==> config.mk <==
export PLATFORM = sky130hd
export DESIGN_NAME = mem_access_unit
export DESIGN_NICKNAME = d
export VERILOG_FILES = /design/src/rtl/mips_mem_pkg.sv /design/src/rtl/lsu_align.sv /design/src/rtl/mem_access_unit.sv
export SDC_FILE = /design/constraint.sdc
export NUM_CORES = 1
export LEC_CHECK = 0
export CORE_UTILIZATION = 49
export CTS_CLUSTER_DIAMETER = 40
export DETAILED_ROUTE_END_ITERATION = 16
export PLACE_DENSITY = 0.81
export SETUP_SLACK_MARGIN = 0.15
export SYNTH_ARGS = -nofsm -noshare
export SYNTH_HDL_FRONTEND = slang
export SYNTH_HIERARCHICAL = 1
export SYNTH_SLANG_ARGS = --single-unit
==> constraint.sdc <==
create_clock -name clk -period 3.4 [get_ports clk]
set_input_delay 0.68 -clock clk [delete_from_list [all_inputs] [get_ports clk]]
set_output_delay 0.68 -clock clk [all_outputs]
set_load 0.02 [all_outputs]
==> src/rtl/mips_mem_pkg.sv <==
`default_nettype none
// =====================================================================
// mips_mem_pkg: shared op/state encodings and helpers for the MEM stage
// Revision: 1.0 - initial release
// =====================================================================
package mips_mem_pkg;

    typedef enum logic [2:0] {
        OP_LW  = 3'd0,
        OP_LH  = 3'd1,
        OP_LHU = 3'd2,
        OP_LB  = 3'd3,
        OP_LBU = 3'd4,
        OP_SW  = 3'd5,
        OP_SH  = 3'd6,
        OP_SB  = 3'd7
    } op_e;

    typedef enum logic [1:0] {
        S_IDLE = 2'd0,
        S_RD   = 2'd1,
        S_WR   = 2'd2,
        S_RESP = 2'd3
    } state_e;

    localparam int c_dmem_words = 64;

    function automatic logic is_load(input op_e op);
        return (op <= OP_LBU);
    endfunction

    function automatic logic is_sub_word(input op_e op);
        return !((op == OP_LW) || (op == OP_SW));
    endfunction

endpackage
`default_nettype wire

==> src/rtl/lsu_align.sv <==
`default_nettype none
// =====================================================================
// lsu_align: extracts/extends sub-word loads and merges sub-word stores
// Revision: 1.0 - initial release
// =====================================================================
module lsu_align
    import mips_mem_pkg::*;
(
    input  op_e         op_i,
    input  logic [1:0]  off_i,
    input  logic [31:0] word_i,
    input  logic [31:0] wdata_i,
    output logic [31:0] ld_data_o,
    output logic [31:0] st_word_o
);

    logic [7:0]  w_byte;
    logic [15:0] w_half;

    // Little-endian lane select: offset 0 is the least significant byte.
    assign w_byte = word_i[{off_i, 3'b000} +: 8];
    assign w_half = off_i[1] ? word_i[31:16] : word_i[15:0];

    always_comb begin
        ld_data_o = 32'h0;
        st_word_o = word_i;
        case (op_i)
            OP_LW:   ld_data_o = word_i;
            OP_LH:   ld_data_o = {{16{w_half[15]}}, w_half};
            OP_LHU:  ld_data_o = {16'h0, w_half};
            OP_LB:   ld_data_o = {{24{w_byte[7]}}, w_byte};
            OP_LBU:  ld_data_o = {24'h0, w_byte};
            OP_SW:   st_word_o = wdata_i;
            OP_SH:   st_word_o[{off_i[1], 4'b0000} +: 16] = wdata_i[15:0];
            OP_SB:   st_word_o[{off_i, 3'b000} +: 8] = wdata_i[7:0];
            default: ld_data_o = 32'h0;
        endcase
    end

endmodule
`default_nettype wire

==> src/rtl/mem_access_unit.sv <==
`default_nettype none
// =====================================================================
// mem_access_unit: MEM-stage load/store FSM driving a word-only bank
// Revision: 1.0 - initial release
// =====================================================================
module mem_access_unit
    import mips_mem_pkg::*;
#(
    parameter int DMEM_WORDS = c_dmem_words,
    parameter int ADDR_W     = 8
) (
    input  logic              clk,
    input  logic              rst_n,
    input  logic              req_valid,
    output logic              req_ready,
    input  logic [2:0]        req_op,
    input  logic [31:0]       req_addr,
    input  logic [31:0]       req_wdata,
    output logic              resp_valid,
    input  logic              resp_ready,
    output logic [31:0]       resp_rdata,
    output logic              resp_fault,
    output logic              memread,
    output logic              memwrite,
    output logic [ADDR_W-1:0] address,
    output logic [31:0]       writedata,
    input  logic [31:0]       readdata
);

    state_e              state_q;
    op_e                 op_q;
    logic [1:0]          off_q;
    logic [31:0]         wdata_q;
    logic                memread_q;
    logic                memwrite_q;
    logic [ADDR_W-1:0]   address_q;
    logic [31:0]         writedata_q;
    logic [31:0]         resp_rdata_q;
    logic                resp_fault_q;

    op_e         w_req_op;
    logic        w_misaligned;
    logic        w_out_of_range;
    logic [31:0] w_ld_data;
    logic [31:0] w_st_word;

    assign w_req_op = op_e'(req_op);
    assign w_misaligned =
        (((w_req_op == OP_LW) || (w_req_op == OP_SW)) && (req_addr[1:0] != 2'b00)) ||
        (((w_req_op == OP_LH) || (w_req_op == OP_LHU) || (w_req_op == OP_SH)) && req_addr[0]);
    assign w_out_of_range = ({2'b00, req_addr[31:2]} >= 32'(DMEM_WORDS));

    // Bank read data feeds the aligner directly; results are captured on the RD edge.
    lsu_align u_align (
        .op_i      (op_q),
        .off_i     (off_q),
        .word_i    (readdata),
        .wdata_i   (wdata_q),
        .ld_data_o (w_ld_data),
        .st_word_o (w_st_word)
    );

    always_ff @(posedge clk or negedge rst_n) begin
        if (!rst_n) begin
            state_q      <= S_IDLE;
            op_q         <= OP_LW;
            off_q        <= 2'b00;
            wdata_q      <= 32'h0;
            memread_q    <= 1'b0;
            memwrite_q   <= 1'b0;
            address_q    <= '0;
            writedata_q  <= 32'h0;
            resp_rdata_q <= 32'h0;
            resp_fault_q <= 1'b0;
        end else begin
            case (state_q)
                S_IDLE: begin
                    if (req_valid) begin
                        op_q    <= w_req_op;
                        off_q   <= req_addr[1:0];
                        wdata_q <= req_wdata;
                        if (w_misaligned || w_out_of_range) begin
                            resp_rdata_q <= 32'h0;
                            resp_fault_q <= 1'b1;
                            state_q      <= S_RESP;
                        end else if (w_req_op == OP_SW) begin
                            address_q   <= req_addr[ADDR_W+1:2];
                            writedata_q <= req_wdata;
                            memwrite_q  <= 1'b1;
                            state_q     <= S_WR;
                        end else begin
                            address_q <= req_addr[ADDR_W+1:2];
                            memread_q <= 1'b1;
                            state_q   <= S_RD;
                        end
                    end
                end
                S_RD: begin
                    memread_q <= 1'b0;
                    if (is_load(op_q)) begin
                        resp_rdata_q <= w_ld_data;
                        resp_fault_q <= 1'b0;
                        state_q      <= S_RESP;
                    end else begin
                        writedata_q <= w_st_word;
                        memwrite_q  <= 1'b1;
                        state_q     <= S_WR;
                    end
                end
                S_WR: begin
                    memwrite_q   <= 1'b0;
                    resp_rdata_q <= 32'h0;
                    resp_fault_q <= 1'b0;
                    state_q      <= S_RESP;
                end
                S_RESP: begin
                    if (resp_ready) begin
                        state_q <= S_IDLE;
                    end
                end
                default: state_q <= S_IDLE;
            endcase
        end
    end

    assign req_ready  = (state_q == S_IDLE);
    assign resp_valid = (state_q == S_RESP);
    assign resp_rdata = resp_rdata_q;
    assign resp_fault = resp_fault_q;
    assign memread    = memread_q;
    assign memwrite   = memwrite_q;
    assign address    = address_q;
    assign writedata  = writedata_q;

endmodule
`default_nettype wire

* Word-level counts from Yosys, hierarchy flattened *
Index checks and enable logic that the tools add are counted.

operators by class
  muxes and demuxes = 33
  reduce and logical (&&, ||, !) cells = 20
  multipliers = 0
  bitwise operators = 1
  $add $sub $neg = 2
  divide/modulo/power cells = 0
  shifts and indexed selects = 5
  equality and inequality tests = 22
  magnitude comparators = 2

operators with widths
  operator                   number
  $mux W32                   7
  $pmux W32 S3               2
  $pmux W32 S5               1
  $bwmux W32                 2
  $pmux W32 S2               1
  $shift A16 B7 Y32 const A  1
  $shift A8 B7 Y32 const A   1
  $shiftx A16 B7 Y32         1
  $shiftx A32 B6 Y8          1
  $shiftx A8 B7 Y32          1
  $ge A30 B7 Y1 const B      1
  $eq A3 B3 Y1 const B       6
  $mux W16                   1
  $neg A5 Y7                 2
  $mux W1                    11
  $ne A2 B2 Y1 const B       5
  $reduce_and A5 Y1          2
  $eq A3 B2 Y1 const B       3
  $mux W2                    4
  $pmux W2 S4                1
  $reduce_and A4 Y1          2
  $eq A3 B1 Y1 const B       2
  $logic_not A3 Y1           2
  $ne A2 B1 Y1 const B       3
  other kinds (13)           22

storage, ports and cells
  flip-flop bits (word level) = 114
  memories kept = 0
  RAM bits = 0
  latch bits = 0
  output and inout port bits = 77
  input port bits = 103
  memory bits (read-only) = 0

* Depth between registers and ports, before layout *
  depth in word-level cells = 9
  gate-level depth with buffers = 10
  mapped depth without buffers = 8

* By module *
The synthesis kept the hierarchy.

by module, submodules not included
  module           instances  cells each  area an instance (sq um)
  mem_access_unit  1          331         4,973.5
  lsu_align        1          230         1,684.1

* Worst setup path after synthesis *
Ideal clock, no wire load.

  path type = reg-to-reg
  from = register off_q[0]
  to = register writedata_q[10], in the netlist writedata[10]
  setup slack = 1.036 ns
  period minus slack after synthesis = 2.364 ns
  data required time = 3.275 ns
  buffers on the path = 2
  stages on the path, launching flop included = 11
  arrival = 2.239 ns
  path through = dfrtp_1 buf_2 inv_1 ha_1 and3b_1 and4_1 clkbuf_1 a222oi_1 inv_1 mux2_2 mux2_4

on the way
  cells in the longest elaborated chain, start to end = 6

RTL lines
  item                                                          RTL line                text
  start: declaration                                            mem_access_unit.sv:32   logic [1:0] off_q;
  start signal: assignment                                      mem_access_unit.sv:80   off_q <= req_addr[1:0];
  $neg A5 Y7 *                                                  lsu_align.sv:35         OP_SB: st_word_o[{off_i, 3'b000} +: 8] = wdata_i[7:0];
  $shiftx A8 B7 Y32 / $shift A8 B7 Y32 (equally long branches)  lsu_align.sv:35
  $bwmux W32 *                                                  lsu_align.sv:35
  $pmux W32 S3 *                                                lsu_align.sv:27         case (op_i)
  via w_st_word[10]                                             mem_access_unit.sv:45   logic [31:0] w_st_word;
  $mux W32 *                                                    mem_access_unit.sv:100  if (is_load(op_q)) begin
  $pmux W32 S2 *                                                mem_access_unit.sv:76   case (state_q)
  end signal: assignment                                        mem_access_unit.sv:88   writedata_q <= req_wdata;
  end signal: assignment                                        mem_access_unit.sv:105  writedata_q <= w_st_word;
  end: declaration                                              mem_access_unit.sv:37   logic [31:0] writedata_q;

The timed path passes the listed nets; every way through them passes the cells marked *. The select of a mux whose other input is x is not followed.
A chain may end at the register's enable or synchronous reset.

* Worst setup path in the final report *
  from = register off_q[0]
  to = register writedata_q[8], in the netlist writedata[8]

Same word-level chain as after synthesis.

==> impl_metrics.env <==
export IMPL_hold_path_class="input port to asynchronous set/reset pin"
export IMPL_ant_nets=0
export IMPL_skew_ns=0.01183
export IMPL_status="finished clean"
export IMPL_path_common_cell="inv_1"
export IMPL_ir_worst_vdd_mv=0.6622
export IMPL_setup_viol=0
export IMPL_place_hpwl_mm=14.40
export IMPL_post_route_period_util=0.8001
export IMPL_avgSynthCellArea_um2=11.87
export IMPL_critical_path_arrival_ns=3.02
export IMPL_post_place_ws_ns=0.4383
export IMPL_finalCriticalPeriod_ns=2.720
export IMPL_power_frac_comb=0.521
export IMPL_path_delay_family="flip-flops"
export IMPL_endpoint_kind="register"
export IMPL_hold_viol=0
export IMPL_drc=0
export IMPL_p_sw_mw=3.438
export IMPL_holdBufCountCts=0
export IMPL_insertion_delay_ns=0.42
export IMPL_use_met2=0.4744
export IMPL_grt_start_max_net_pins=66
export IMPL_powerDensity_nw_per_um2=973.5
export IMPL_clkPwrFrac=0.202
export IMPL_overflow=0
export IMPL_grt_pass1_wl_mm=31.55
export IMPL_yosys_cell_types_count=61
export IMPL_path_class="register to register"
export IMPL_path_cells="inv_1 > ha_1 > and4_1 > a222oi_1 > inv_1 > mux2_2 > mux2_4"
export IMPL_drt_iter0_drc=500
export IMPL_utilization=0.6895
export IMPL_avgViaCountPerCell=6.125
export IMPL_initial_core_util=0.5027
export IMPL_tns_ns=0
export IMPL_num_vias=5617
export IMPL_syn_to_final_growth_pct=37.15
export IMPL_routedWlPerCell_um=21.91
export IMPL_max_cap_violations=0
export IMPL_slew_violations=0
export IMPL_die_w_um=118.6
export IMPL_yosysWarnings=6
export IMPL_cts_root_buffer="clkbuf_16"
export IMPL_ctsResizeCount=0
export IMPL_cp_max_fo=13
export IMPL_ys_ff_latch=114
export IMPL_use_met3=0.06274
export IMPL_finalWeightedCongestion=0.9125
export IMPL_async_flop_share=1.000
export IMPL_antenna_found_initial=0
export IMPL_start_kind="register"
export IMPL_fp_dieH_um=118.6
export IMPL_netSwitchingFraction=0.3868
export IMPL_worstPathRequired_ns=3.70
export IMPL_whs_ns=0.3680
export IMPL_met1_usage=0.3748
export IMPL_rows=42
export IMPL_p_int_mw=5.451
export IMPL_clk_pin_slew_worst_paths_ns=0.05
export IMPL_cp_num_buf_inv=2
export IMPL_cp_slowest_stage_delay_ns=0.66
export IMPL_track_usage=0.2932
export IMPL_core_area_um2=13240
export IMPL_rsz0062_at_grt="no"
export IMPL_cts_buffers=17
export IMPL_post_cts_buffers=0
export IMPL_cp_slowest_cell="dfrtp_1"
export IMPL_gr_max_usage_layer="met2"
export IMPL_cts_num_sinks=114
export IMPL_p_leak_nw=4.121
export IMPL_cts_max_path_buffers=2
export IMPL_synth_edf_count=0
export IMPL_cts_max_level=4
export IMPL_grt_pass1_vias=5703
export IMPL_nNetsFinal=840
export IMPL_synth_nets=673
export IMPL_die_area_um2=14060
export IMPL_ys_flop_type="dfrtp_1"
export IMPL_postLayoutSetupSlackWorst_ns=0.6797
export IMPL_io_pins=180
export IMPL_antennaDiodeCount=0
export IMPL_synthCells=561
export IMPL_slew_headroom=0.3559
export IMPL_drive_gt1_frac=0.2186
export IMPL_sequentialPowerShare=0.276
export IMPL_routed_wl_mm=20.09
export IMPL_drt_pre_antenna_iters=6
export IMPL_cts_tree="built"
export IMPL_port_buffers=179
export IMPL_seq_area_frac_synth=0.4285
export IMPL_synth_area_um2=6658
export IMPL_tightestPinTransition_ns=0.9626
export IMPL_timing_fmax_ghz=0.3676
## per-layer routing
metal / vias up / wire, um
met5: - / 0
met4: 0 / 687
met3: 55 / 1677
met2: 333 / 9668
met1: 2742 / 8055
li1: 2487 / -
## registers in the layout (all words and copies together), names as in the netlist
register / flops
resp_rdata: 32
wdata_q: 32
writedata: 32
address: 8
op_q: 3
off_q: 2
state_q: 2
memread: 1
memwrite: 1
resp_fault: 1
## layout by cell type, fill, tap and decap left out, types with 17 or more instances in the layout
cell type and instances:
dfrtp_1 114, a22o_1 56, a21o_1 19, clkbuf_16 17, inv_1 18, clkdlybuf4s50_1 178
a22oi_1 24, mux2_2 70, mux2_4 31
## worst reg2reg max path, delay by kind of cell, from the launching register on
| family | cells | cell delay, ns |
|---|---|---|
| AOI/OAI and AO/OA | 1 | 0.45 |
| adders and majority gates | 1 | 0.39 |
| buffers and inverters | 2 | 0.30 |
| DFF | 1 | 0.66 |
| muxes | 2 | 0.52 |
| and+or+nand+nor | 1 | 0.29 |
## final cells by class
type	count	area, um2
Fill cell	987	4111
Multi-Input combinational cell	385	3488
Sequential cell	114	2853
Timing Repair Buffer	190	1884
Clock buffer	24	511.7
Tap cell	176	220.2
Clock inverter	8	98.84
Inverter	20	75.07
## cell usage after synthesis, drive strengths merged (3+ instances only)
master	number	area (um2)
dfrtp	114	2853
mux2	109	1344
a22o	56	490.5
buf	32	211.5
a22oi	24	180.2
o21ai	23	122.6
inv	20	75.07
a21o	19	142.6
a21oi	16	80.08
nor2	16	60.06
nor2b	16	102.6
a221o	15	150.1
mux2i	12	120.1
clkbuf	10	37.54
ha	9	112.6
nand2	9	36.29
a222oi	8	80.08
nor4	6	37.54
nor3b	5	42.54
nor3	4	41.29
and3b	3	26.28
nand2b	3	18.77
## final timing paths
kind | start | endpoint | slack, ns | depth (start not counted)
min in group clk | address[3]$_DFFE_PN0P_ | address[3]$_DFFE_PN0P_ | 0.49 | 1
max | off_q[0]$_DFFE_PN0P_ | writedata[8]$_DFFE_PN0P_ | 0.68 | 7
max in group asynchronous | rst_n | writedata[25]$_DFFE_PN0P_ | 2.29 | 2
min reg2reg | address[3]$_DFFE_PN0P_ | address[3]$_DFFE_PN0P_ | 0.49 | 1
max reg2reg | off_q[0]$_DFFE_PN0P_ | writedata[8]$_DFFE_PN0P_ | 0.68 | 7
min | rst_n | resp_rdata[3]$_DFFE_PN0P_ | 0.37 | 1
## cells by family (layout without fill, tap and decap cells)
logic type / count (synthesis) / after routing / share of synthesized area
AOI/OAI and AO/OA: 177 / 177 / 0.2099
muxes: 121 / 121 / 0.2199
DFF: 114 / 114 / 0.4285
and+or+nand+nor: 77 / 77 / 0.07480
buffers and inverters: 62 / 242 / 0.04868
adders and majority gates: 9 / 9 / 0.01691
xor gates and xnor gates: 1 / 1 / 0.001316
## through the flow
step	std cells	power, mW	instance area [um2]
after floorplan	561	5.539	6658
after global placement	885	6.885	8521
after detailed placement	885	7.013	8521
after CTS	917	8.872	9131
after global routing	917	9.331	9131
final	917	8.890	9131
## power by group through the flow
stage / sequential, mW / combinational [mW] / clock [mW]
floorplan: 2.67 / 2.87 / 0
global placement: 2.43 / 4.45 / 0
detailed placement: 2.45 / 4.56 / 0
CTS: 2.45 / 4.61 / 1.82
global route: 2.52 / 4.93 / 1.88
finish: 2.46 / 4.64 / 1.80
No activity file was read; power rests on OpenSTA's default activity.
